**config.mk**
```make
export PLATFORM = sky130hd
export DESIGN_NAME = mem_access_unit
export DESIGN_NICKNAME = d
export VERILOG_FILES = /design/src/rtl/mem_access_unit_pkg.sv /design/src/rtl/mem_access_unit_load_extend.sv /design/src/rtl/mem_access_unit.sv
export SDC_FILE = /design/constraint.sdc
export NUM_CORES = 1
export LEC_CHECK = 0
export BUFFER_PORTS_ARGS = -buffer_cell sky130_fd_sc_hd__clkbuf_2
export CAP_MARGIN = 20
export CELL_PAD_IN_SITES_DETAIL_PLACEMENT = 1
export CELL_PAD_IN_SITES_GLOBAL_PLACEMENT = 1
export CORE_MARGIN = 10
export CORE_UTILIZATION = 25
export CTS_CLUSTER_DIAMETER = 30
export DETAILED_ROUTE_END_ITERATION = 8
export GPL_TIMING_DRIVEN = 0
export PLACE_DENSITY_LB_ADDON = 0.12
export SETUP_SLACK_MARGIN = 0.5
export SLEW_MARGIN = 20
export SYNTH_ARGS = -nofsm -noshare
export SYNTH_HDL_FRONTEND = slang
export SYNTH_SLANG_ARGS = --single-unit
export TNS_END_PERCENT = 30
```
**constraint.sdc**
```tcl
create_clock -name clk -period 6.3 [get_ports clk]
set_clock_uncertainty 0.15 [all_clocks]
set_input_delay 0.63 -clock clk [delete_from_list [all_inputs] [get_ports clk]]
set_output_delay 0.63 -clock clk [all_outputs]
set_load 0.05 [all_outputs]
```
**src/rtl/mem_access_unit_pkg.sv**
```systemverilog
// Shared definitions for the MEM-stage load/store engine: funct3 encodings,
// IO window default, FSM state type and the store lane helpers.
package mem_access_unit_pkg;

  localparam logic [31:0] IO_BASE_DEFAULT = 32'hFFFF_FC00;

  localparam logic [2:0] F3_B  = 3'b000;
  localparam logic [2:0] F3_H  = 3'b001;
  localparam logic [2:0] F3_W  = 3'b010;
  localparam logic [2:0] F3_BU = 3'b100;
  localparam logic [2:0] F3_HU = 3'b101;

  typedef enum logic [1:0] {
    IDLE      = 2'd0,
    DMEM_WAIT = 2'd1,
    IO_WAIT   = 2'd2,
    DONE      = 2'd3
  } mau_state_t;

  // funct3[1:0] carries the access size for both loads and stores.
  function automatic logic is_misaligned(input logic [2:0] funct3, input logic [1:0] off);
    logic mis;
    case (funct3[1:0])
      2'b01:   mis = off[0];
      2'b10:   mis = (off != 2'b00);
      default: mis = 1'b0;
    endcase
    return mis;
  endfunction

  function automatic logic [3:0] store_mask(input logic [2:0] funct3, input logic [1:0] off);
    logic [3:0] mask;
    case (funct3[1:0])
      2'b00:   mask = 4'b0001 << off;
      2'b01:   mask = off[1] ? 4'b1100 : 4'b0011;
      default: mask = 4'b1111;
    endcase
    return mask;
  endfunction

  function automatic logic [31:0] store_data(input logic [2:0] funct3, input logic [31:0] data);
    logic [31:0] wd;
    case (funct3[1:0])
      2'b00:   wd = {4{data[7:0]}};
      2'b01:   wd = {2{data[15:0]}};
      default: wd = data;
    endcase
    return wd;
  endfunction

endpackage

```
**src/rtl/mem_access_unit_load_extend.sv**
```systemverilog
// Combinational load lane select and sign/zero extension.
module lsu_load_extend
  import mem_access_unit_pkg::*;
(
  input  logic [31:0] rdata,
  input  logic [1:0]  addr,
  input  logic [2:0]  funct3,
  output logic [31:0] ext_data
);

  logic [7:0]  byte_sel;
  logic [15:0] half_sel;

  always_comb begin
    case (addr)
      2'd0:    byte_sel = rdata[7:0];
      2'd1:    byte_sel = rdata[15:8];
      2'd2:    byte_sel = rdata[23:16];
      default: byte_sel = rdata[31:24];
    endcase
    half_sel = addr[1] ? rdata[31:16] : rdata[15:0];

    case (funct3)
      F3_B:    ext_data = {{24{byte_sel[7]}}, byte_sel};
      F3_H:    ext_data = {{16{half_sel[15]}}, half_sel};
      F3_BU:   ext_data = {24'd0, byte_sel};
      F3_HU:   ext_data = {16'd0, half_sel};
      default: ext_data = rdata;
    endcase
  end

endmodule

```
**src/rtl/mem_access_unit.sv**
```systemverilog
// MEM-stage load/store engine: issues DMEM or memory-mapped IO accesses,
// stalls the pipeline during multi-cycle accesses and returns extended load data.
module mem_access_unit
  import mem_access_unit_pkg::*;
#(
  parameter int          DMEM_LATENCY = 1,
  parameter logic [31:0] IO_BASE      = IO_BASE_DEFAULT,
  parameter int          IO_TIMEOUT   = 255
) (
  input  logic        clk,
  input  logic        rst,
  input  logic        MEM_MemRead,
  input  logic        MEM_MemWrite,
  input  logic [2:0]  MEM_funct3,
  input  logic [31:0] MEM_ALUResult,
  input  logic [31:0] MEM_rs2_v,
  input  logic        Flush,
  output logic        dmem_en,
  output logic [3:0]  dmem_we,
  output logic [31:0] dmem_addr,
  output logic [31:0] dmem_wdata,
  input  logic [31:0] dmem_rdata,
  output logic        io_req,
  output logic        io_we,
  output logic [31:0] io_addr,
  output logic [31:0] io_wdata,
  input  logic [31:0] io_rdata,
  input  logic        io_ack,
  output logic        stall,
  output logic [31:0] load_data,
  output logic        misalign,
  output logic        bus_err
);

  localparam int                LAT_W    = 3;
  localparam int                TMO_W    = $clog2(IO_TIMEOUT + 1);
  localparam logic [LAT_W-1:0]  LAT_LOAD = LAT_W'(DMEM_LATENCY - 1);
  localparam logic [TMO_W-1:0]  TMO_LAST = TMO_W'(IO_TIMEOUT - 1);

  mau_state_t       state;
  logic [LAT_W-1:0] lat_cnt;
  logic [TMO_W-1:0] tmo_cnt;
  logic [1:0]       req_off;
  logic [2:0]       req_funct3;
  logic             io_we_q;
  logic [31:0]      io_addr_q;
  logic [31:0]      io_wdata_q;
  logic             io_kill;

  logic        access_req;
  logic        is_load;
  logic        addr_io;
  logic        mis;
  logic        io_drop;
  logic [31:0] ext_src;
  logic [31:0] ext_data;

  // Issue is only decoded in IDLE; gating with rst drops requests as soon as reset rises.
  assign access_req = (state == IDLE) && (MEM_MemRead || MEM_MemWrite) && !Flush && !rst;
  assign is_load    = MEM_MemRead;
  assign addr_io    = (MEM_ALUResult >= IO_BASE);
  assign mis        = is_misaligned(MEM_funct3, MEM_ALUResult[1:0]);
  assign io_drop    = io_kill || Flush;
  assign ext_src    = (state == IO_WAIT) ? io_rdata : dmem_rdata;

  lsu_load_extend u_load_extend (
    .rdata    (ext_src),
    .addr     (req_off),
    .funct3   (req_funct3),
    .ext_data (ext_data)
  );

  // NOTE: every output gets a default before the case so no path leaves one
  // unassigned, which would otherwise infer a latch.
  always_comb begin
    stall      = 1'b0;
    dmem_en    = 1'b0;
    dmem_we    = 4'b0000;
    dmem_addr  = 32'd0;
    dmem_wdata = 32'd0;
    io_req     = 1'b0;
    io_we      = 1'b0;
    io_addr    = 32'd0;
    io_wdata   = 32'd0;
    case (state)
      IDLE: begin
        if (access_req) begin
          if (mis) begin
            stall = 1'b1;
          end else if (addr_io) begin
            stall    = 1'b1;
            io_req   = 1'b1;
            io_we    = !is_load;
            io_addr  = MEM_ALUResult;
            io_wdata = MEM_rs2_v;
          end else begin
            dmem_en   = 1'b1;
            dmem_addr = {MEM_ALUResult[31:2], 2'b00};
            if (is_load) begin
              stall = 1'b1;
            end else begin
              dmem_we    = store_mask(MEM_funct3, MEM_ALUResult[1:0]);
              dmem_wdata = store_data(MEM_funct3, MEM_rs2_v);
            end
          end
        end
      end
      DMEM_WAIT: stall = 1'b1;
      IO_WAIT: begin
        stall    = 1'b1;
        io_req   = 1'b1;
        io_we    = io_we_q;
        io_addr  = io_addr_q;
        io_wdata = io_wdata_q;
      end
      default: ;
    endcase
  end

  // NOTE: state registers use non-blocking assignments so every update in this
  // block sees the values from before the clock edge.
  always_ff @(posedge clk or posedge rst) begin
    if (rst) begin
      state      <= IDLE;
      lat_cnt    <= '0;
      tmo_cnt    <= '0;
      req_off    <= 2'b00;
      req_funct3 <= 3'b000;
      io_we_q    <= 1'b0;
      io_addr_q  <= 32'd0;
      io_wdata_q <= 32'd0;
      io_kill    <= 1'b0;
      load_data  <= 32'd0;
      misalign   <= 1'b0;
      bus_err    <= 1'b0;
    end else begin
      misalign <= 1'b0;
      bus_err  <= 1'b0;
      case (state)
        IDLE: begin
          if (access_req) begin
            req_off    <= MEM_ALUResult[1:0];
            req_funct3 <= MEM_funct3;
            if (mis) begin
              misalign  <= 1'b1;
              load_data <= 32'd0;
              state     <= DONE;
            end else if (addr_io) begin
              io_we_q    <= !is_load;
              io_addr_q  <= MEM_ALUResult;
              io_wdata_q <= MEM_rs2_v;
              io_kill    <= 1'b0;
              tmo_cnt    <= '0;
              state      <= IO_WAIT;
            end else if (is_load) begin
              lat_cnt <= LAT_LOAD;
              state   <= DMEM_WAIT;
            end
          end
        end
        DMEM_WAIT: begin
          if (Flush) begin
            state <= IDLE;
          end else if (lat_cnt != '0) begin
            lat_cnt <= lat_cnt - 1'b1;
          end else begin
            load_data <= ext_data;
            state     <= DONE;
          end
        end
        IO_WAIT: begin
          // A flushed IO access still runs its handshake; only the result is discarded.
          if (io_ack) begin
            if (io_drop) begin
              state <= IDLE;
            end else begin
              if (!io_we_q) load_data <= ext_data;
              state <= DONE;
            end
          end else if (tmo_cnt == TMO_LAST) begin
            if (io_drop) begin
              state <= IDLE;
            end else begin
              bus_err   <= 1'b1;
              load_data <= 32'd0;
              state     <= DONE;
            end
          end else begin
            tmo_cnt <= tmo_cnt + 1'b1;
            if (Flush) io_kill <= 1'b1;
          end
        end
        default: state <= IDLE;
      endcase
    end
  end

endmodule

```
==> results.py <==
metrics = {
    "run_status": {
        "status": "complete, no violations",
    },
    "critical_path": {
        "worstReg2RegStart": "state[1]",
        "end_kind": "primary output",
        "r2r_slack_ns": 3.05,
        "start_kind": "register",
        "reg2regPathDepth": 10,
        "cp.arrival_ns": 3.68,
        "required_ns": 5.52,
        "crit_path_max_fanout": 10,
        "r2r_end": "io_wdata_q[19]",
        "critPathKind": "reg -> out",
    },
    "yosys": {
        "synth_edf_count": 0,
        "synthArstFlopShare_pct": 100,
        "ys_top_cells_by_area": "dfrtp_1 41%, nand2_1 18%, mux2i_1 5.3%",
        "yosys_most_used_dff": "dfrtp_1",
        "syn_inst": 874,
        "synthMostInstantiatedCell": "nand2_1",
        "synthTopCellsByCount": "343 x nand2_1, 118 x dfrtp_1, 39 x and2_1",
        "yosysWarnings": 0,
        "postSynthAreaPerCell_um2": 8.19,
        "synth_seq_area_share_pct": 41.3,
        "yosysUniqueCellTypes": 61,
        "synth_area_um2": 7160,
        "synth_top_area_share_pct": 41.3,
        "yosysTopAreaCell": "dfrtp_1",
        "synth_seq_cells": 118,
    },
    "die": {
        "fp.dieW_um": 189,
        "coreArea_um2": 28000,
        "io_pins": 307,
        "rows": 61,
        "design.die.area_um2": 35800,
        "die_h_um": 189,
        "initial_core_util_pct": 25.5,
    },
    "clock_network": {
        "clk_pin_slew_worst_paths_ns": 0.06,
        "clock_sink_count": 118,
        "cts_buffers": 17,
        "cts.repair.resized": 0,
        "cts_tree": "done",
        "post-cts-setup-buffers": 0,
        "cts_root_buf": "clkbuf_16",
        "clkLatencyLatePin_ns": 0.42,
        "cts_buffer_depth": 2,
        "htreeDepth": 4,
        "cts-hold-fix-buffers": 0,
    },
    "final_layout": {
        "fin_cells": 1590,
        "final_nets": 1347,
        "area_growth_pct": 37.1,
        "drive_gt1_share_pct": 31.4,
        "diodes": 0,
    },
    "place": {
        "dpl.cell_count": 1558,
        "place_congestion": 0.766,
        "hpwl_mm": 24.4,
        "placement.io_buffers": 304,
    },
    "pwr": {
        "p_leak_nw": 5.47,
        "powerDensity_nw_per_um2": 357,
        "ir_drop_mv": 0.145,
    },
    "drt": {
        "first_iter_violations": 352,
        "first_pass_iters": 4,
        "avgRoutedWirePerCell_um": 19.4,
        "ant_nets": 0,
        "drcViolationCount": 0,
        "vias_per_cell": 4.68,
        "vias": 7442,
        "drt_wl_total_mm": 30.8,
    },
    "sta": {
        "fin_setup_tns_ns": 0,
        "tightestPinTransition_ns": 0.868,
        "hold_viol_final": 0,
        "maxSlewHeadroom_pct": 41.6,
        "fin_crit_ns": 4.46,
        "finalCritPeriodShare_pct": 70.8,
        "max_freq_ghz": 0.224,
        "setup_viol": 0,
        "rsz0062_at_grt": "no",
        "slew_violations": 0,
    },
    "global_routing": {
        "grt_pass1_wl_mm": 47.5,
        "grt_max_degree": 61,
        "grt_use_total_pct": 16.9,
        "grt_pass1_vias": 8093,
        "antenna_found_initial": 0,
        "gr-total-overflow": 0,
    },
    "hold_path": {
        "hp-class": "in -> async",
    },
    "flow_run": {
        "drv_cap": 0,
    },
}
-- flip-flops by register name, summed over array words and instances (netlist names) --
name	count
io_addr_q	32
io_wdata_q	32
load_data	32
tmo_cnt	8
lat_cnt	3
req_funct3	3
req_off	2
state	2
bus_err	1
io_kill	1
io_we_q	1
misalign	1
-- kinds of logic (layout without fill, tap and decap cells) --
family | count (synthesis) | in the layout | synth area share [%]
simple gates | 482 | 482 | 30.1
compound gates | 135 | 135 | 14.3
flops | 118 | 118 | 41.3
buf+inv | 76 | 413 | 4.63
mux | 51 | 51 | 7.73
fa+ha+maj | 11 | 11 | 1.92
other cells | 1 | 2 | 0.0524
-- cell usage in the layout, fill, tap and decap left out, types with 4 or more instances in the layout --
| master | Yosys | routed |
|---|---|---|
| nand2_1 | 343 | 343 |
| clkbuf_2 | 0 | 304 |
| dfrtp_1 | 118 | 118 |
| and2_1 | 39 | 39 |
| clkbuf_1 | 38 | 38 |
| mux2i_1 | 38 | 38 |
| nand2b_1 | 30 | 30 |
| a21oi_1 | 30 | 30 |
| a22o_1 | 24 | 24 |
| o21ai_0 | 19 | 19 |
| clkbuf_16 | 0 | 17 |
| nor2_1 | 15 | 15 |
| inv_1 | 16 | 15 |
| buf_2 | 13 | 13 |
| nand3_1 | 13 | 13 |
| ha_1 | 11 | 11 |
| nor2b_1 | 10 | 10 |
| o211ai_1 | 10 | 10 |
| a211oi_1 | 8 | 8 |
| mux2_1 | 8 | 8 |
| a31oi_1 | 8 | 8 |
| a2111oi_0 | 8 | 7 |
| nand4_1 | 5 | 5 |
| o21bai_1 | 5 | 5 |
| inv_6 | 0 | 5 |
| and3_1 | 4 | 4 |
| clkinv_4 | 0 | 4 |
-- worst max path at each step --
stage                        start             to  slack (ns)  cells after the start
after floorplan                rst        bus_err        2.39                      1
after global placement         rst  io_addr_q[11]        0.37                      2
after detailed placement     Flush          io_we        2.12                      8
after CTS                 state[0]          io_we        1.73                     10
after global routing      state[0]          io_we        1.48                     10
final                     state[1]          io_we        1.84                     10
-- final cells by class --
class | instances | area, um^2
Fill cell | 3453 | 18200
Multi-Input combinational cell | 681 | 3880
Sequential cell | 118 | 2950
Timing Repair Buffer | 305 | 1550
Tap cell | 378 | 473
Clock buffer | 17 | 425
Buffer | 58 | 264
Clock inverter | 15 | 193
Inverter | 18 | 75.1
-- where the power goes --
group	leakage [nW]	internal, W	total [W]	switching (W)
combinational	3.56	0.000450	0.00152	0.00107
sequential	1.60	0.000865	0.000943	0.0000781
clock	0.301	0.000633	0.00104	0.000411
-- through the flow --
stage	utilization (%)	hold slack [ns]	setup slack, ns	cell area, um^2	power, W
finish	35.0	0.110	1.84	9810	0.00351
global route	35.0	0.153	1.48	9810	0.00372
CTS	35.0	0.133	1.73	9810	0.00356
detailed placement	32.8	0.303	2.12	9190	0.00249
global placement	32.7	0.299	0.367	9150	0.00248
floorplan	-	0.285	2.39	7160	0.00203
-- worst max-delay path, cell delays in order, from the launching register on --
cell	delay (ns)
dfrtp_1	0.42
inv_1	0.09
ha_1	0.13
buf_2	0.20
inv_2	0.13
nor3_2	0.55
nand4_2	0.41
clkbuf_1	0.43
clkbuf_1	0.33
o21ai_0	0.22
clkbuf_2	0.32
-- layer usage --
metal / up-vias / global-route usage (%) / routed length, um
met4: 0 / 3.30 / 245
met2: 228 / 27.6 / 14300
met1: 3610 / 21.2 / 14000
met5: - / 0 / 0
met3: 15 / 5.60 / 2240
li1: 3589 / - / -
(Power assumes the default switching activity.)
